$ cat config.mk
export PLATFORM = sky130hd
export DESIGN_NAME = huffman_serializer
export DESIGN_NICKNAME = d
export VERILOG_FILES = /design/src/rtl/huffman_serializer.sv
export SDC_FILE = /design/constraint.sdc
export NUM_CORES = 1
export LEC_CHECK = 0
export ABC_AREA = 0
export ABC_CLOCK_PERIOD_IN_PS = 2100
export BUFFER_PORTS_ARGS = -buffer_cell sky130_fd_sc_hd__buf_2
export CAP_MARGIN = 30
export CORE_ASPECT_RATIO = 1.5
export CORE_UTILIZATION = 51
export CTS_BUF_LIST = sky130_fd_sc_hd__clkbuf_4
export CTS_CLUSTER_SIZE = 14
export DETAILED_ROUTE_END_ITERATION = 8
export PLACE_DENSITY = 0.83
export SYNTH_ARGS = -nofsm -noshare
export SYNTH_HDL_FRONTEND = slang
export SYNTH_SLANG_ARGS = --single-unit
$ cat constraint.sdc
create_clock -name clk_i -period 2.1 [get_ports clk_i]
set_clock_uncertainty 0.1 [all_clocks]
set_input_delay 0.525 -clock clk_i [delete_from_list [all_inputs] [get_ports clk_i]]
set_output_delay 0.525 -clock clk_i [all_outputs]
set_load 0.03 [all_outputs]
$ cat src/rtl/huffman_serializer.sv
// Fixed-table prefix-code serializer: accepts a Col-byte word and emits each byte's code
// MSB first, one bit per cycle, with back-to-back words allowed on the final bit.
module huffman_serializer #(
  parameter int unsigned Col = 8,
  parameter int unsigned Bw  = 8
) (
  input  logic              clk_i,
  input  logic              rst_ni,
  input  logic [Col*Bw-1:0] data_in_i,
  input  logic              data_in_valid_i,
  output logic              in_ready_o,
  output logic              data_out_o,
  output logic              data_out_valid_o,
  output logic              data_out_last_o,
  output logic              busy_o,
  output logic [10:0]       address_o
);

  localparam int unsigned W  = Col * Bw;
  localparam int unsigned KW = (Col > 1) ? $clog2(Col) : 1;
  localparam logic [KW-1:0] KLast = KW'(Col - 1);

  typedef enum logic [0:0] {StIdle, StShift} state_e;

  state_e        state_q, state_d;
  logic [KW-1:0] k_q, k_d;
  logic [9:0]    sr_q, sr_d;
  logic [3:0]    cnt_q, cnt_d;
  logic [W-1:0]  word_q, word_d;
  logic [10:0]   addr_q, addr_d;
  logic          ready_en_q;

  // Returns {length[3:0], code[9:0]} with the code left-aligned.
  function automatic logic [13:0] encode(input logic [7:0] b);
    if (b == 8'h00) begin
      return {4'd1, 10'b0};
    end else if (b[7:4] == 4'h0) begin
      return {4'd6, 2'b10, b[3:0], 4'b0};
    end else begin
      return {4'd10, 2'b11, b};
    end
  endfunction

  logic [13:0] enc_in, enc_next;
  logic        last_bit, transfer;

  assign enc_in   = encode(data_in_i[W-1 -: 8]);
  assign enc_next = encode(word_q[W-1 -: 8]);
  assign last_bit = (state_q == StShift) && (cnt_q == 4'd1) && (k_q == KLast);

  // ready_en_q keeps in_ready low during reset and until the first edge after release.
  assign in_ready_o       = ready_en_q && ((state_q == StIdle) || last_bit);
  assign transfer         = data_in_valid_i && in_ready_o;
  assign busy_o           = (state_q == StShift);
  assign data_out_valid_o = busy_o;
  assign data_out_o       = busy_o & sr_q[9];
  assign data_out_last_o  = last_bit;
  assign address_o        = addr_q;

  always_comb begin
    state_d = state_q;
    k_d     = k_q;
    sr_d    = sr_q;
    cnt_d   = cnt_q;
    word_d  = word_q;
    addr_d  = addr_q;

    unique case (state_q)
      StIdle: ;
      StShift: begin
        if (cnt_q == 4'd1) begin
          if (k_q == KLast) begin
            state_d = StIdle;
            k_d     = '0;
            sr_d    = '0;
            cnt_d   = '0;
          end else begin
            k_d    = k_q + KW'(1);
            sr_d   = enc_next[9:0];
            cnt_d  = enc_next[13:10];
            word_d = word_q << Bw;
          end
        end else begin
          sr_d  = {sr_q[8:0], 1'b0};
          cnt_d = cnt_q - 4'd1;
        end
      end
      default: state_d = StIdle;
    endcase

    if (transfer) begin
      state_d = StShift;
      k_d     = '0;
      sr_d    = enc_in[9:0];
      cnt_d   = enc_in[13:10];
      word_d  = data_in_i << Bw;
      addr_d  = addr_q + 11'd1;
    end
  end

  always_ff @(posedge clk_i or negedge rst_ni) begin
    if (!rst_ni) begin
      state_q    <= StIdle;
      k_q        <= '0;
      sr_q       <= '0;
      cnt_q      <= '0;
      word_q     <= '0;
      addr_q     <= 11'h7FF;
      ready_en_q <= 1'b0;
    end else begin
      state_q    <= state_d;
      k_q        <= k_d;
      sr_q       <= sr_d;
      cnt_q      <= cnt_d;
      word_q     <= word_d;
      addr_q     <= addr_d;
      ready_en_q <= 1'b1;
    end
  end

endmodule

Word level (Yosys, flattened, before mapping) --
Cells that the tools add are included.
Operators by class: multipliers 0, muxes and demuxes 24, shifts and indexed selects 0, $add $sub $neg 3, eq/ne operators 3, reduce and logical (&&, ||, !) cells 13, $lt $le $gt $ge 0, divide/modulo/power cells 0, bitwise logic cells 2
Operators with widths (count):
- 64-bit two-way mux | 4
- 14-bit two-way mux | 4
- 10-bit two-way mux | 4
- 8-bit logical NOT | 2
- 4-bit two-way mux | 4
- 3-bit two-way mux | 4
- 11-bit by 1-bit adder with 11-bit output, second input constant | 1
- 4-bit logical NOT | 2
- 4-bit by 1-bit == test with 1-bit output, second input constant | 1
- 1-bit logical AND | 4
- 1-bit two-way mux | 4
- 2-bit nonzero test | 2
- 4-bit by 1-bit subtractor with 4-bit output, second input constant | 1
- 3-bit by 1-bit adder with 3-bit output, second input constant | 1
- 3-bit == test, second input constant | 1
- 3-bit AND reduction | 1
- 2-bit != test, second input constant | 1
- 2-bit AND reduction | 1
- 1-bit AND | 1
- 1-bit logical OR | 1
- 1-bit inverter | 1
Word-level totals: bits in registers 94, word-level logic and storage cells 52, memories kept 0, bits in latches 0, RAM bits 0, input bits 67, ROM bits 0

Longest topological paths before layout --
depth after elaboration 8, depth in mapped cells 8

Worst setup path after synthesis --
No wires, ideal clock.
path kind register to output, start register state_q (netlist: busy_o), end output port data_out_last_o, path buffers 3, required time 1.475 ns, slack -0.178 ns, data arrival time 1.653 ns, cell stages (with the launch flop) 5, path through dfrtp_1 > clkbuf_1 > clkbuf_1 > clkbuf_1 > and3_1
On the way: word-level cells in the longest chain between the ends 2
RTL lines:
- from (decl) | RTL line 25 | state_e state_q, state_d;
- from (signal assigned) | RTL line 103 | state_q <= StIdle;
- from (signal assigned) | RTL line 111 | state_q <= state_d;
- 1-bit logical AND (2 in series) | RTL line 49 | assign last_bit = (state_q == StShift) && (cnt_q == 4'd1) && (k_q == KLast);
- to (decl) | RTL line 14 | output logic data_out_last_o,
No other way between the ends.

Worst setup path in the final report --
start register cnt_q[1], end output port data_out_last_o
On the way: word-level cells in the longest chain between the ends 3
RTL lines:
- from (decl) | RTL line 28 | logic [3:0] cnt_q, cnt_d;
- from (signal assigned) | RTL line 114 | cnt_q <= cnt_d;
- 4-bit by 1-bit == test with 1-bit output | RTL line 49
- 1-bit logical AND (2 in series) | RTL line 49
No other way between the ends.

==> out/results.ini <==
[power_and_ir_drop]
p_switching_mw = 2.06
ir_worst_vdd_mv = 0.722
p_total_mw = 5.86
p_leak_nw = 2.52
swShare = 0.352
power_density_mw_per_mm2 = 1130
seqPwrFrac = 0.453
power_frac_clock = 0.204
p_int_mw = 3.80
combinationalPowerShare = 0.343

[place]
io_buffers = 82
gp_congestion = 0.882
dp_hpwl_um = 6960
placed_area_mm2 = 0.00476
place_inst = 604
pre_cts_ws_ns = 0.00268

[drt]
wl_um = 10700
first_iter_violations = 272
via_count = 3729
antenna_left = 0
drc_errors = 0
drtPass1Iterations = 5
wl_per_cell_um = 16.8
vias_per_cell = 5.86

[critical_path]
critPathCaptureType = output port
critPathKind = flip-flop to output port
worstReg2RegEnd = sr_q[6]
ff2ff_setup_slack_ns = -0.16
r2r-start = cnt_q[1]
cp.required_ns = 1.47
startpoint_type = flip-flop
crit_fanout = 3
reg2reg_depth = 8
worstPathArrival_ns = 1.72

[grt]
antenna_found_initial = 0
grt_usage = 0.269
grt_pass1_vias = 3590
overflow = 0
grt_max_degree = 87
grt_pass1_wl_um = 16900

[yosys]
synth_xor_area_frac = 0.0237
ys_warn_count = 0
synthMuxAreaShare = 0.00246
yosysSeqAreaShare = 0.533
synth_compound_area_frac = 0.190
avgSynthCellArea_um2 = 9.57
yosysUniqueCellTypes = 48
yosys.area_share.simple = 0.200
synth_nets = 497
synth_edf_count = 0
synth_top_family_by_area = simple AND/OR/NAND/NOR gates
synthAdderAreaFrac = 0.0154
ys.flop_type = dfrtp_1
syn_inst = 425
synth_seq_cells = 86
syn-cell-area_mm2 = 0.00407
async_flop_share = 1.00

[worst_hold_path]
hp-start = data_in_i[21]
hold_class = input port to flip-flop
hold_end = word_q[29]
whs_path_depth = 3

[clock_tree]
clk_latency_ns = 0.46
numCtsBuffers = 9
clock_sinks = 86
htree_levels = 3
clock-root-buffer = clkbuf_4
cts_tree = done
clockBufferDepth = 2
cts.clk_slew.worst_paths_ns = 0.15

[sta]
worstMarginPinSlew_ns = 0.521
slew_headroom = 0.644
setup-violations-final = 9
finalSetupTns_ns = -1.03
rsz0062_at_grt = true
holdWs_ns = 0.149
max_freq_ghz = 0.427
setup_ws_ns = -0.243
slew_violations = 0
period_minus_slack_ns = 2.34
min_period_over_period = 1.12
report.final.hold_viol_count = 0

[die]
die_x_um = 74.9
core-area_mm2 = 0.00766
row_count = 39
initial_core_util = 0.531
die_area_mm2 = 0.00834
boundaryPins = 83
fp.dieH_um = 111

[finish]
finalNonFillerCells = 636
design_area_mm2 = 0.00519
final_util = 0.678
area_delta_synth_final_pct = 27.8
final_common_cell = nand2_1
diodes = 0
final_cell_mix = nand2_1, buf_2, dfrtp_1
layout-drive-gt1-share = 0.313
fillCellCount = 602
nNetsFinal = 601

[flow_run]
cap_violations = 0

[run_status]
violations = negative setup slack
outcome = finished, violations left

## registers in the layout, summed over array words and instances, names as in the netlist
| name | flops |
|---|---|
| address_o | 11 |
| k_q | 3 |
| cnt_q | 4 |
| busy_o | 1 |
| ready_en_q | 1 |
| sr_q | 10 |
| word_q | 56 |
## routing by layer
layer / track usage / vias up / routed length [µm]
li1: - / 1732 / -
met1: 0.346 / 1801 / 4260
met2: 0.425 / 172 / 5480
met3: 0.0525 / 24 / 698
met4: 0.133 / 0 / 277
met5: 0 / - / 0
## synthesized netlist by cell type (all sizes together) (5+ instances only)
cell type | number | area share
a21oi | 28 | 0.034
a22o | 8 | 0.017
a22oi | 38 | 0.070
buf | 7 | 0.0092
clkbuf | 21 | 0.019
dfrtp | 75 | 0.46
dfstp | 11 | 0.071
ha | 5 | 0.015
inv | 7 | 0.0065
nand2 | 99 | 0.091
nand3 | 10 | 0.012
nor2 | 19 | 0.018
nor3 | 12 | 0.015
nor4b | 7 | 0.015
o21ai | 19 | 0.023
xnor2 | 9 | 0.019
## cells by family after synthesis
kind of cell / count (synthesis)
AO/OA/AOI/OAI: 113
XOR/XNOR: 11
adder cells (fa/ha/maj): 5
buffers and inverters: 35
flip-flops: 86
multiplexers: 1
other: 1
AND/OR/NAND/NOR: 173
## repair_timing
action                                 in CTS  in global routing
cloned                                      0                  2
pin swaps                                   2                  8
buffers inserted                            5                  9
resized for setup                          10                  8
hold buffers                                1                  0
setup endpoints to repair                   5                 20
endpoints found under the hold margin      12                  0
## critical path, cell delays in order, from the launching register on
cell	delay (ns)
dfrtp_1	0.43
inv_2	0.09
ha_4	0.13
nor3b_4	0.24
and3_4	0.24
buf_6	0.13
## worst max-delay path by stage
stage	startpoint	slack, ns	depth (start not counted)	end
2_1_floorplan	busy_o	0.02	4	data_out_last_o
3_3_place_gp	cnt_q[1]	0.09	6	sr_q[6]
3_5_place_dp	k_q[0]	0.003	6	address_o[7]
4_1_cts	cnt_q[1]	-0.22	5	data_out_last_o
5_1_grt	cnt_q[1]	-0.29	5	data_out_last_o
6_report	cnt_q[1]	-0.24	5	data_out_last_o
## cell type report
| cell class | count | area (µm²) | share of cell area |
|---|---|---|---|
| Clock buffer | 10 | 75.1 | 0.0145 |
| Inverter | 7 | 26.3 | 0.00506 |
| Timing Repair Buffer | 121 | 842 | 0.162 |
| Sequential cell | 86 | 2170 | 0.417 |
| Tap cell | 102 | 128 | 0.0246 |
| Multi-Input combinational cell | 304 | 1850 | 0.355 |
| Clock inverter | 6 | 110 | 0.0212 |
## power groups by stage
stage | Combinational (mW) | Clock, mW | Sequential [mW]
6_report | 2.01 | 1.19 | 2.66
3_5_place_dp | 1.75 | 0 | 2.65
5_1_grt | 2.23 | 1.27 | 2.70
4_1_cts | 1.84 | 1.20 | 2.62
2_1_floorplan | 1.17 | 0 | 2.55
3_3_place_gp | 1.68 | 0 | 2.62
(Power assumes the default switching activity.)
